===== src/rtl/ppu_pkg.sv =====
// Shared timing constants, palette indices and pattern selection for the stand-in PPU pixel source.
package ppu_pkg;

    localparam logic [9:0] DOTS_PER_LINE   = 10'd341;
    localparam logic [9:0] LINES_PER_FRAME = 10'd262;
    localparam logic [9:0] VISIBLE_W       = 10'd256;
    localparam logic [9:0] VISIBLE_H       = 10'd240;
    localparam logic [9:0] VBLANK_SET_LINE = 10'd241;
    localparam logic [9:0] PRERENDER_LINE  = LINES_PER_FRAME - 10'd1;

    localparam logic [5:0] PAL_BLACK = 6'h0F;
    localparam logic [5:0] PAL_WHITE = 6'h30;
    localparam logic [5:0] PAL_GRID  = 6'h20;

    typedef enum logic [2:0] {
        PAT_SOLID = 3'd0,
        PAT_VBARS = 3'd1,
        PAT_HBARS = 3'd2,
        PAT_CHECK = 3'd3,
        PAT_GRAD  = 3'd4,
        PAT_GRID  = 3'd5
    } pattern_e;

    // Codes 5..7 all select the grid so every switch setting shows something.
    function automatic logic [5:0] pattern_index(input logic [2:0] sel,
                                                 input logic [7:0] xe,
                                                 input logic [7:0] y,
                                                 input logic [5:0] solid);
        logic [5:0] diag;
        diag = xe[5:0] + y[5:0];
        case (sel)
            PAT_SOLID: return solid;
            PAT_VBARS: return {1'b0, xe[7:3]};
            PAT_HBARS: return {1'b0, y[7:3]};
            PAT_CHECK: return (xe[3] ^ y[3]) ? PAL_WHITE : PAL_BLACK;
            PAT_GRAD:  return diag;
            default:   return ((xe[2:0] == 3'd0) || (y[2:0] == 3'd0)) ? PAL_GRID : PAL_BLACK;
        endcase
    endfunction

endpackage


===== src/rtl/button_sync_edge.sv =====
// Two-flop synchronizer for an asynchronous push-button followed by a one-cycle rising-edge pulse.
module button_sync_edge (
    input  logic clk,
    input  logic reset,
    input  logic btn_i,
    output logic pulse_o
);

    logic meta_q;
    logic sync_q;
    logic prev_q;

    always_ff @(posedge clk) begin
        if (reset) begin
            meta_q <= 1'b0;
            sync_q <= 1'b0;
            prev_q <= 1'b0;
        end else begin
            meta_q <= btn_i;
            sync_q <= meta_q;
            prev_q <= sync_q;
        end
    end

    assign pulse_o = sync_q & ~prev_q;

endmodule


===== src/rtl/ppu_pattern_gen.sv =====
// NES-timed test pattern pixel source feeding the VGA/HDMI path in place of the real PPU.
// Optional feature: define PPU_ODD_FRAME_SKIP_EN to drop dot 340 of the pre-render line on odd frames.
module ppu_pattern_gen
    import ppu_pkg::*;
(
    input  logic        ppu_clk,
    input  logic        reset,
    input  logic [15:0] SW,
    input  logic        Run,
    output logic [7:0]  ppu_pixel,
    output logic [9:0]  ppu_x,
    output logic [9:0]  ppu_y,
    output logic        pixel_valid,
    output logic        vblank,
    output logic        frame_start
);

    logic [9:0] dot_q, dot_d;
    logic [9:0] line_q, line_d;
    logic [7:0] scroll_q, scroll_d;
    logic       frame_odd_q, frame_odd_d;
    logic       vblank_q, vblank_d;
    logic [7:0] pixel_q, pixel_d;
    logic [9:0] x_q, y_q;
    logic       valid_q, valid_d;
    logic       fstart_q, fstart_d;

    logic [9:0] last_dot;
    logic       line_end;
    logic       frame_wrap;
    logic       run_pulse;
    logic       scroll_inc;
    logic [7:0] xe;
    logic       unused_sw;

    assign unused_sw = ^{SW[7:3], SW[14]};

    button_sync_edge u_run_sync (
        .clk     (ppu_clk),
        .reset   (reset),
        .btn_i   (Run),
        .pulse_o (run_pulse)
    );

    // Outputs are computed from the current counter state so they trail it by exactly one clock.
    always_comb begin
        last_dot = DOTS_PER_LINE - 10'd1;
`ifdef PPU_ODD_FRAME_SKIP_EN
        if (frame_odd_q && (line_q == PRERENDER_LINE)) begin
            last_dot = DOTS_PER_LINE - 10'd2;
        end
`endif
        line_end   = (dot_q == last_dot);
        frame_wrap = line_end && (line_q == PRERENDER_LINE);

        dot_d = line_end ? 10'd0 : dot_q + 10'd1;
        if (frame_wrap) begin
            line_d = 10'd0;
        end else if (line_end) begin
            line_d = line_q + 10'd1;
        end else begin
            line_d = line_q;
        end
        frame_odd_d = frame_odd_q ^ frame_wrap;

        // In step mode only the button moves the scroll, so a press landing on a frame wrap counts once.
        scroll_inc = SW[15] ? frame_wrap : run_pulse;
        scroll_d   = scroll_q + {7'd0, scroll_inc};

        valid_d = (dot_q < VISIBLE_W) && (line_q < VISIBLE_H);
        xe      = dot_q[7:0] + scroll_q;
        pixel_d = {2'b00, valid_d ? pattern_index(SW[2:0], xe, line_q[7:0], SW[13:8]) : PAL_BLACK};

        vblank_d = vblank_q;
        if ((dot_q == 10'd1) && (line_q == VBLANK_SET_LINE)) begin
            vblank_d = 1'b1;
        end else if ((dot_q == 10'd1) && (line_q == PRERENDER_LINE)) begin
            vblank_d = 1'b0;
        end

        fstart_d = (dot_q == 10'd0) && (line_q == 10'd0);
    end

    always_ff @(posedge ppu_clk) begin
        if (reset) begin
            dot_q       <= 10'd0;
            line_q      <= 10'd0;
            scroll_q    <= 8'd0;
            frame_odd_q <= 1'b0;
            vblank_q    <= 1'b0;
            pixel_q     <= {2'b00, PAL_BLACK};
            x_q         <= 10'd0;
            y_q         <= 10'd0;
            valid_q     <= 1'b0;
            fstart_q    <= 1'b0;
        end else begin
            dot_q       <= dot_d;
            line_q      <= line_d;
            scroll_q    <= scroll_d;
            frame_odd_q <= frame_odd_d;
            vblank_q    <= vblank_d;
            pixel_q     <= pixel_d;
            x_q         <= dot_q;
            y_q         <= line_q;
            valid_q     <= valid_d;
            fstart_q    <= fstart_d;
        end
    end

    assign ppu_pixel   = pixel_q;
    assign ppu_x       = x_q;
    assign ppu_y       = y_q;
    assign pixel_valid = valid_q;
    assign vblank      = vblank_q;
    assign frame_start = fstart_q;

endmodule


===== config.mk =====
export PLATFORM = sky130hd
export DESIGN_NAME = ppu_pattern_gen
export DESIGN_NICKNAME = d
export VERILOG_FILES = /design/src/rtl/ppu_pkg.sv /design/src/rtl/button_sync_edge.sv /design/src/rtl/ppu_pattern_gen.sv
export SDC_FILE = /design/constraint.sdc
export NUM_CORES = 1
export LEC_CHECK = 0
export BUFFER_PORTS_ARGS = -buffer_cell sky130_fd_sc_hd__clkbuf_2
export CORE_ASPECT_RATIO = 0.7
export CORE_UTILIZATION = 55
export DETAILED_ROUTE_END_ITERATION = 7
export HOLD_SLACK_MARGIN = 0.02
export PLACE_DENSITY_LB_ADDON = 0.25
export SLEW_MARGIN = 40
export SYNTH_ARGS = -nofsm -noshare
export SYNTH_HDL_FRONTEND = slang
export SYNTH_SLANG_ARGS = --single-unit

===== constraint.sdc =====
create_clock -name ppu_clk -period 2.7 [get_ports ppu_clk]
set_input_delay 0.54 -clock ppu_clk [delete_from_list [all_inputs] [get_ports ppu_clk]]
set_output_delay 0.54 -clock ppu_clk [all_outputs]
set_load 0.1 [all_outputs]

* Yosys cells after proc, flatten, opt, wreduce, memory -nomap -nowiden
Index checks and enable logic that the tools add are counted.
** Storage, ports and cells
- Bits in registers :: 62
- Latch bits :: 0
- Bits in writable memories :: 0
- ROM bits :: 0
- Input bits :: 19
- Output and inout port bits :: 31
- Memories kept :: 0
** Cells by class
- Add/subtract/negate cells :: 5
- Multiply operators :: 0
- Divide/modulo/power cells :: 0
- $lt $le $gt $ge :: 2
- Equal/unequal tests :: 8
- Shifts and indexed selects :: 0
- Multiplexer cells :: 6
- Bitwise operators :: 4
- Reductions and logical operators :: 15
** Operators by type and width (number)
- case mux 6 bit (5 select lines) :: 1
- adder 10 x 1 -> 10 bit (second input constant) :: 2
- == test 10 x 9 -> 1 bit (second input constant) :: 2
- logical NOT 10 bit :: 2
- 2-to-1 mux 6 bit :: 2
- == test 10 x 1 -> 1 bit (second input constant) :: 1
- == test 10 x 8 -> 1 bit (second input constant) :: 1
- less-than comparator 10 x 8 -> 1 bit (second input constant) :: 1
- less-than comparator 10 x 9 -> 1 bit (second input constant) :: 1
- logical NOT 3 bit :: 3
- adder 8 x 1 -> 8 bit :: 1
- adder 8 bit :: 1
- adder 6 bit :: 1
- == test 3 x 2 -> 1 bit (second input constant) :: 2
- OR reduction 2 bit :: 3
- logical AND 1 bit :: 5
- == test 3 x 1 -> 1 bit (second input constant) :: 1
- == test 3 bit (second input constant) :: 1
- 2-to-1 mux 1 bit :: 3
- inverter 1 bit :: 2
- nonzero test 2 bit :: 1
- AND 1 bit :: 1
- logical OR 1 bit :: 1
- XOR 1 bit :: 1

* Longest topological paths before layout
Gate-level depths: netlist of the first run.
- Word-level depth :: 5
- Gate-level depth with buffers :: 12
- Gate-level depth less buffers :: 12

* Cells and area by module
A second synthesis of the first run with hierarchy kept.
** Second synthesis, totals
- Cells, all modules :: 309
- Area total of the unflattened synthesis :: 2855.2 sq um
** By module, submodules not included
- ppu_pattern_gen :: instances 1, cells an instance 302, area each 2767.7 sq um
- button_sync_edge :: instances 1, cells an instance 7, area each 87.6 sq um

* Least setup slack after synthesis of the first run
Ideal clock, no wire load.
- Path type :: flip-flop to flip-flop
- From :: register dot_q[0]
- To :: register pixel_q[5] (netlist: ppu_pixel[5])
- Arrival :: 2330 ps
- Slack :: 296 ps
- Cell stages (with the launch flop) :: 12
- Cell sequence :: dfxtp_1 ha_1 inv_1 fa_1 inv_1 ha_1 a211oi_1 o21bai_1 a21oi_1 nand4_1 mux2_2 o21ai_0
** Between the ends
- Cells in the longest elaborated chain, start to end :: 5
** Ends and longest elaborated chain
- start, declared :: line ppu_pattern_gen.sv:18 : logic [9:0] dot_q, dot_d;
- start signal, assigned :: line ppu_pattern_gen.sv:97 : dot_q <= dot_d;
- parallel branches: the longest is 5 deep, another holds adder 8 bit
- end signal, assigned :: line ppu_pattern_gen.sv:91 : pixel_q <= {2'b00, PAL_BLACK};
- end signal, assigned :: line ppu_pattern_gen.sv:102 : pixel_q <= pixel_d;
- end, declared :: line ppu_pattern_gen.sv:23 : logic [7:0] pixel_q, pixel_d;
Parallel ways; which one is timed is not known.
A chain may end at the register's enable or synchronous reset.

* Final worst setup path of the first run
- From :: register dot_q[1]
- To :: register scroll_q[5]
** Between the ends
- Cells in the longest elaborated chain, start to end :: 4
** Ends and longest elaborated chain
- == test 10 x 9 -> 1 bit :: line ppu_pattern_gen.sv:53 : line_end = (dot_q == last_dot);
- logical AND 1 bit :: line ppu_pattern_gen.sv:54 : frame_wrap = line_end && (line_q == PRERENDER_LINE);
- 2-to-1 mux 1 bit :: line ppu_pattern_gen.sv:67 : scroll_inc = SW[15] ? frame_wrap : run_pulse;
- adder 8 x 1 -> 8 bit :: line ppu_pattern_gen.sv:68 : scroll_d = scroll_q + {7'd0, scroll_inc};
- end signal, assigned :: line ppu_pattern_gen.sv:99 : scroll_q <= scroll_d;
- end, declared :: line ppu_pattern_gen.sv:20 : logic [7:0] scroll_q, scroll_d;
No other way between the ends.

==> results of run 1 <==
cells by family after synthesis:
| kind of cell | Yosys count | share of synthesized area |
|---|---|---|
| AND/OR/NAND/NOR | 130 | 0.2363 |
| flip-flops | 60 | 0.4140 |
| AO/OA/AOI/OAI | 38 | 0.08279 |
| XOR/XNOR | 34 | 0.1074 |
| buffers and inverters | 25 | 0.03709 |
| adder cells (fa/ha/maj) | 22 | 0.1000 |
| multiplexers | 6 | 0.02113 |
| other | 1 | 0.001292 |
what timing repair did:
| action | CTS | global route |
|---|---|---|
| hold endpoints to repair | 0 | 0 |
| setup buffers | 0 | 0 |
| setup endpoints to repair | 0 | 2 |
| gates resized for setup | 0 | 2 |
cells in the final DEF (no fill, tap or decap), types with 3 or more instances in the layout:
cell type,instances
xor2_1,20
mux2i_1,5
o21ai_0,7
nand3_1,19
clkbuf_2,41
a21oi_1,10
nor4_1,3
nand2b_1,4
a31oi_1,4
dfxtp_1,60
nand4_1,5
nor3_1,4
nor2b_1,25
and3_1,6
buf_4,16
o211ai_1,3
ha_1,20
inv_1,10
xnor2_1,12
a21o_1,6
nand2_1,16
nor2_1,37
clkbuf_8,9
registers in the layout (all words and copies together), names as in the netlist:
signal and flops:
ppu_pixel 6, ppu_x 10, u_run_sync.sync_q 1, u_run_sync.prev_q 1, ppu_y 10, dot_q 10, line_q 10, frame_start 1
u_run_sync.meta_q 1, vblank 1, pixel_valid 1, scroll_q 8
power groups by stage:
stage	clock network [mW]	registers, mW	logic [mW]
after floorplan	0	1.01	0.0854
after global placement	0	0.928	0.210
after detailed placement	0	0.929	0.212
after CTS	0.733	0.908	0.213
after global routing	0.786	0.910	0.229
final	0.722	0.908	0.214
through the flow:
stage	util	setup slack, ns	instances
4_1_cts	0.6965	0.1701	444
2_1_floorplan	-	0.2961	317
3_5_place_dp	0.6608	0.1938	428
3_3_place_gp	0.6608	0.2203	428
5_1_grt	0.6980	0.005637	444
6_report	0.6980	0.1313	444
final cells by class:
type,instances,area [um^2],area share
clock buffers,9,123.9,0.03612
clock inverters,7,51.30,0.01496
inverters,10,37.54,0.01094
multi-input cells,232,1604,0.4677
flip-flops and latches,60,1201,0.3502
well taps,69,86.33,0.02517
repair buffers,57,325.3,0.09486
path summary, 6_finish.rpt:
check	start	to	slack, ns	cells after the start
worst max-delay path	dot_q[1]	scroll_q[5]	0.13	11
worst min-delay path	Run	u_run_sync.meta_q	0.41	2
worst max register to register	dot_q[1]	scroll_q[5]	0.13	11
worst min register to register	u_run_sync.meta_q	u_run_sync.sync_q	0.45	1
Yosys cell counts, drive strengths merged (8+ instances only):
cell     n
ha      20
o21ai    8
xor2    21
xnor2   12
a21oi   10
nand3   19
nand2   16
dfxtp   60
clkbuf  10
nor2    39
nor2b   25
inv     10
critical path, delay by kind of cell (launching register included):
| family | cells | cell delay (ns) |
|---|---|---|
| fa+ha+maj | 2 | 0.44 |
| buf+inv | 1 | 0.13 |
| flops | 1 | 0.33 |
| simple gates | 6 | 1.14 |
| mux | 1 | 0.23 |
| xor+xnor | 1 | 0.16 |
per-layer routing:
layer / vias up / GRT usage / part of all wire
met5: - / 0 / 0
met4: 0 / 0.09476 / 0.017
met3: 11 / 0.08322 / 0.063
met2: 65 / 0.3577 / 0.42
met1: 1082 / 0.3577 / 0.50
li1: 1170 / - / -
==> impl_metrics.prom, run 1 <==
# TYPE chip_impl_metric gauge
chip_impl_metric{name="max_slew.worst_pin.slew",unit="ns"} 0.5531
chip_impl_metric{name="n_fill_cell",unit=""} 393
chip_impl_metric{name="cts_sink_count",unit=""} 60
chip_impl_metric{name="dpl-instance-area",unit="mm^2"} 0.003247
chip_impl_metric{name="cts-root-to-sink-buffers",unit=""} 2
chip_impl_metric{name="design_area",unit="mm^2"} 0.003430
chip_impl_metric{name="antenna_found_initial",unit=""} 0
chip_impl_metric{name="detailroute.via_count",unit=""} 2328
chip_impl_metric{name="fin_nets",unit=""} 411
chip_impl_metric{name="number_of_cts_inserted_buffers",unit=""} 9
chip_impl_metric{name="power.share.combinational",unit=""} 0.116
chip_impl_metric{name="report.final.slew_viol_count",unit=""} 0
chip_impl_metric{name="global_route.usage.total",unit=""} 0.2538
chip_impl_metric{name="seq_area_frac_synth",unit=""} 0.4140
chip_impl_info{name="critical_path_class",value="reg2reg"} 1
chip_impl_metric{name="detail_route.vias_per_cell",unit=""} 5.243
chip_impl_metric{name="clkSlewWorstSetupHoldPaths",unit="ns"} 0.07
chip_impl_metric{name="yosysUniqueCellTypes",unit=""} 41
chip_impl_metric{name="wire_per_inst",unit="um"} 14.02
chip_impl_metric{name="slew-limit-headroom",unit=""} 0.6328
chip_impl_metric{name="die_height",unit="um"} 62.77
chip_impl_metric{name="drt_first_iter_violations",unit=""} 130
chip_impl_metric{name="critical_path.max_fanout",unit=""} 3
chip_impl_metric{name="io_buffers",unit=""} 41
chip_impl_info{name="synth_flop_cell",value="dfxtp_1"} 1
chip_impl_metric{name="p_leak",unit="nW"} 1.569
chip_impl_info{name="rsz0062_at_grt",value="false"} 1
chip_impl_metric{name="dieArea",unit="mm^2"} 0.005575
chip_impl_info{name="worst_path_max_delay_cell",value="or3_4"} 1
chip_impl_metric{name="async_flop_share",unit=""} 0
chip_impl_metric{name="grt_max_degree",unit=""} 35
chip_impl_metric{name="postRouteAntennaNets",unit=""} 0
chip_impl_metric{name="finalHoldViolCount",unit=""} 0
chip_impl_metric{name="power.share.sequential",unit=""} 0.492
chip_impl_metric{name="synth_cells",unit=""} 316
chip_impl_metric{name="std_cell_rows",unit=""} 21
chip_impl_info{name="min_path_type",value="in2reg"} 1
chip_impl_metric{name="core_area",unit="mm^2"} 0.004913
chip_impl_info{name="post_synth_main_area_contributors",value="dfxtp_1 (41%), ha_1 (8.6%), xor2_1 (6.3%)"} 1
chip_impl_metric{name="drt-total-wl",unit="mm"} 6.223
chip_impl_metric{name="drt_pre_antenna_iters",unit=""} 4
chip_impl_metric{name="clock_power_share",unit=""} 0.391
chip_impl_metric{name="switching_share",unit=""} 0.3018
chip_impl_metric{name="arrival",unit="ns"} 2.79
chip_impl_metric{name="synth.top_cell.area_share",unit=""} 0.4140
chip_impl_metric{name="insertion_delay",unit="ns"} 0.34
chip_impl_metric{name="synth_edf_count",unit=""} 0
chip_impl_metric{name="cts.htree.levels",unit=""} 3
chip_impl_metric{name="initial_core_util",unit=""} 0.5905
chip_impl_info{name="crit_chain",value="inv_1 > ha_1 > nand4b_1 > or3_4 > or2_1 > mux2i_1 > ha_1 > and3_1 > nand3_1 > xor2_1 > nor2_1"} 1
chip_impl_metric{name="power_density",unit="mW/mm^2"} 537.8
chip_impl_metric{name="maxClockFrequency",unit="GHz"} 0.3893
chip_impl_info{name="tritoncts",value="built"} 1
chip_impl_metric{name="first_global_vias",unit=""} 2298
chip_impl_metric{name="syn_area",unit="mm^2"} 0.002902
chip_impl_metric{name="timing.critical_path.required",unit="ns"} 2.92
chip_impl_metric{name="grt_pass1_wl",unit="mm"} 10.53
chip_impl_metric{name="drive_gt1_frac",unit=""} 0.2160
chip_impl_metric{name="max_stage_delay",unit="ns"} 0.36
chip_impl_info{name="crit_path_start_kind",value="flop"} 1
chip_impl_info{name="status",value="finished clean"} 1
chip_impl_metric{name="fin_tns_setup",unit="ns"} 0
chip_impl_metric{name="finClkSkew",unit="ns"} 0.008274
chip_impl_metric{name="yosys_register_bits",unit=""} 60
chip_impl_metric{name="area_delta_synth_final",unit="%"} 18.20
chip_impl_metric{name="synth.avg_cell_area",unit="um^2"} 9.182
chip_impl_info{name="cts_root_buf",value="clkbuf_8"} 1
chip_impl_metric{name="post-layout-total-power",unit="mW"} 1.844
chip_impl_metric{name="fp.dieW",unit="um"} 88.81
chip_impl_metric{name="grt_overflow",unit=""} 0
chip_impl_metric{name="floorplan.io_pins",unit=""} 50
chip_impl_metric{name="irDropWorstVdd",unit="mV"} 0.4106
chip_impl_metric{name="net-switching-power",unit="mW"} 0.5567
chip_impl_metric{name="timing.final.crit_period",unit="ns"} 2.569
chip_impl_metric{name="report.final.setup_viol",unit=""} 0
chip_impl_metric{name="hold_slack",unit="ns"} 0.4057
chip_impl_metric{name="ys_warns",unit=""} 0
chip_impl_metric{name="p_int",unit="mW"} 1.288
chip_impl_metric{name="antennaDiodeCount",unit=""} 0
chip_impl_metric{name="cts_hold_buffers",unit=""} 0
chip_impl_metric{name="detailed_place_hpwl",unit="mm"} 4.612
chip_impl_metric{name="gp_routability_congestion",unit=""} 0.8966
chip_impl_metric{name="post-route-period-util",unit=""} 0.9514
chip_impl_info{name="worst_setup_path_end_kind",value="flop"} 1
chip_impl_info{name="critical_path.most_common_cell",value="ha_1"} 1
chip_impl_metric{name="max_cap_viol_count",unit=""} 0
chip_impl_metric{name="drt_drc_violations_left",unit=""} 0
chip_impl_info{name="synth_area_leader_cell",value="dfxtp_1"} 1
No activity file was read; power rests on OpenSTA's default activity.
==> run 2: changes to the inputs <==
Settings changed: SKIP_CTS_REPAIR_TIMING set to 1.
Clock period 2.7 ns to 2.68 ns, I/O delays scaled along.
==> run 2 against run 1 <==
  * Flip-flop and latch count unchanged
  * Design area is 1.8% higher
  * First-iteration DRC count fell by 12%
==> impl_metrics.prom, run 2 (synthesis gave the netlist of run 1 again) <==
# TYPE chip_impl_metric gauge
chip_impl_metric{name="arrival",unit="ns"} 2.74
chip_impl_metric{name="p_int",unit="mW"} 1.489
chip_impl_metric{name="r2r_slack",unit="ns"} 0.16
chip_impl_metric{name="design_area",unit="mm^2"} 0.003492
chip_impl_info{name="r2r-end",value="scroll_q[5]"} 1
chip_impl_metric{name="irDropWorstVdd",unit="mV"} 0.3386
chip_impl_metric{name="finClkSkew",unit="ns"} 0.009405
chip_impl_metric{name="initial_core_util",unit=""} 0.5905
chip_impl_metric{name="maxClockFrequency",unit="GHz"} 0.3969
chip_impl_info{name="cp-endpoint",value="scroll_q[5]"} 1
chip_impl_metric{name="n_fill_cell",unit=""} 404
chip_impl_metric{name="report.final.setup_viol",unit=""} 0
chip_impl_metric{name="std_cell_rows",unit=""} 21
chip_impl_metric{name="drt_pre_antenna_iters",unit=""} 4
chip_impl_info{name="critical_path_class",value="reg2reg"} 1
chip_impl_metric{name="io_buffers",unit=""} 41
chip_impl_metric{name="postRouteAntennaNets",unit=""} 0
chip_impl_metric{name="timing.final.crit_period",unit="ns"} 2.520
chip_impl_metric{name="p_leak",unit="nW"} 1.600
chip_impl_metric{name="dieArea",unit="mm^2"} 0.005575
chip_impl_metric{name="drt-total-wl",unit="mm"} 6.304
chip_impl_metric{name="fp.dieW",unit="um"} 88.81
chip_impl_metric{name="clkSlewWorstSetupHoldPaths",unit="ns"} 0.07
chip_impl_info{name="worst_setup_path_end_kind",value="flop"} 1
chip_impl_metric{name="final-instance-count-excl-fill",unit=""} 444
chip_impl_metric{name="area_delta_synth_final",unit="%"} 20.35
chip_impl_info{name="worstSetupStartpoint",value="dot_q[1]"} 1
chip_impl_metric{name="drive_gt1_frac",unit=""} 0.2240
chip_impl_metric{name="cp.depth",unit=""} 11
chip_impl_metric{name="finalHoldViolCount",unit=""} 0
chip_impl_metric{name="grt_overflow",unit=""} 0
chip_impl_metric{name="regArea",unit="mm^2"} 0.001201
chip_impl_metric{name="global_route.usage.total",unit=""} 0.2546
chip_impl_metric{name="antenna_found_initial",unit=""} 0
chip_impl_metric{name="fin_nets",unit=""} 411
chip_impl_info{name="status",value="finished clean"} 1
chip_impl_metric{name="cts_sink_count",unit=""} 60
chip_impl_info{name="most-common-layout-cells",value="dfxtp_1 (60), clkbuf_2 (41), nor2_1 (37)"} 1
chip_impl_metric{name="grt_max_degree",unit=""} 35
chip_impl_metric{name="cts-root-to-sink-buffers",unit=""} 2
chip_impl_metric{name="dpl-instance-area",unit="mm^2"} 0.003247
chip_impl_metric{name="multi_input_combinational_cell_area",unit="mm^2"} 0.001619
chip_impl_metric{name="post-route-period-util",unit=""} 0.9402
chip_impl_metric{name="critical_path.max_fanout",unit=""} 3
chip_impl_metric{name="max_cap_viol_count",unit=""} 0
chip_impl_info{name="crit_chain",value="inv_1 > ha_1 > nand4b_1 > or3_4 > or2_1 > mux2i_2 > ha_1 > and3_1 > nand3_1 > xor2_1 > nor2_1"} 1
chip_impl_metric{name="antennaDiodeCount",unit=""} 0
chip_impl_metric{name="max_stage_delay",unit="ns"} 0.36
chip_impl_metric{name="clock_power_share",unit=""} 0.444
chip_impl_metric{name="slew-limit-headroom",unit=""} 0.6371
chip_impl_info{name="crit_path_start_kind",value="flop"} 1
chip_impl_metric{name="report.final.slew_viol_count",unit=""} 0
chip_impl_info{name="cp_top_family",value="simple AND/OR/NAND/NOR gates"} 1
chip_impl_metric{name="cts.htree.levels",unit=""} 3
chip_impl_metric{name="core_area",unit="mm^2"} 0.004913
chip_impl_metric{name="drt_drc_violations_left",unit=""} 0
chip_impl_metric{name="gp_routability_congestion",unit=""} 0.8951
chip_impl_metric{name="switching_share",unit=""} 0.2694
chip_impl_metric{name="drt_first_iter_violations",unit=""} 115
chip_impl_metric{name="timing.critical_path.required",unit="ns"} 2.90
chip_impl_metric{name="net-switching-power",unit="mW"} 0.5489
chip_impl_metric{name="max_slew.worst_pin.slew",unit="ns"} 0.5467
chip_impl_metric{name="critical_path_buf_inv_count",unit=""} 1
chip_impl_info{name="mostFrequentLayoutCell",value="dfxtp_1"} 1
chip_impl_metric{name="wire_per_inst",unit="um"} 14.20
chip_impl_metric{name="die_height",unit="um"} 62.77
chip_impl_metric{name="grt_pass1_wl",unit="mm"} 10.57
chip_impl_metric{name="placed_cells",unit=""} 428
chip_impl_info{name="reg2reg_from",value="dot_q[1]"} 1
chip_impl_info{name="critical_path.most_common_cell",value="ha_1"} 1
chip_impl_metric{name="power.share.sequential",unit=""} 0.449
chip_impl_metric{name="detailroute.via_count",unit=""} 2357
chip_impl_metric{name="first_global_vias",unit=""} 2266
chip_impl_metric{name="detail_route.vias_per_cell",unit=""} 5.309
chip_impl_metric{name="detailed_place_hpwl",unit="mm"} 4.666
chip_impl_info{name="tritoncts",value="built"} 1
chip_impl_metric{name="power_density",unit="mW/mm^2"} 583.5
chip_impl_info{name="cts_root_buf",value="clkbuf_8"} 1
chip_impl_metric{name="worst_r2r_path_depth",unit=""} 11
chip_impl_metric{name="power.share.combinational",unit=""} 0.107
chip_impl_metric{name="floorplan.io_pins",unit=""} 50
chip_impl_info{name="worst_path_max_delay_cell",value="or3_4"} 1
chip_impl_info{name="min_path_type",value="in2reg"} 1
chip_impl_metric{name="number_of_cts_inserted_buffers",unit=""} 9
chip_impl_metric{name="insertion_delay",unit="ns"} 0.34
[run 2: routing by layer]
layer,vias up,track usage,part of all wire
met5,-,0,0
met4,0,0.09073,0.017
met3,11,0.06869,0.058
met2,71,0.3788,0.44
met1,1101,0.3527,0.49
li1,1174,-,-
[run 2: per-stage QoR]
step | util | setup slack [ns] | hold WS (ns) | TNS, ns | power, mW
2_1_floorplan | - | 0.2761 | 0.4138 | 0 | 1.102
3_3_place_gp | 0.6608 | 0.2014 | 0.4192 | 0 | 1.146
3_5_place_dp | 0.6608 | 0.1576 | 0.4383 | 0 | 1.150
4_1_cts | 0.7061 | 0.1236 | 0.3830 | 0 | 2.051
5_1_grt | 0.7107 | -0.01186 | 0.4279 | -0.01186 | 2.115
6_report | 0.7107 | 0.1602 | 0.3971 | 0 | 2.038
[run 2: worst min-delay path by stage]
stage,endpoint,depth (start not counted),startpoint
after floorplan,u_run_sync.sync_q,1,u_run_sync.meta_q
after global placement,u_run_sync.sync_q,1,u_run_sync.meta_q
after detailed placement,u_run_sync.sync_q,1,u_run_sync.meta_q
after CTS,u_run_sync.meta_q,2,Run
after global routing,u_run_sync.meta_q,2,Run
final,u_run_sync.meta_q,2,Run
[run 2: power by group through the flow]
stage | clock network [mW] | registers [mW] | logic [mW]
floorplan | 0 | 1.02 | 0.0860
global placement | 0 | 0.935 | 0.212
detailed placement | 0 | 0.935 | 0.214
CTS | 0.919 | 0.915 | 0.217
global route | 0.965 | 0.917 | 0.233
finish | 0.904 | 0.915 | 0.218
[run 2: final cells by class]
type | instances | area share
Clock inverter | 7 | 0.02831
Sequential cell | 60 | 0.3440
Tap cell | 69 | 0.02472
Multi-Input combinational cell | 232 | 0.4636
Clock buffer | 9 | 0.03547
Inverter | 10 | 0.01075
Timing Repair Buffer | 57 | 0.09316
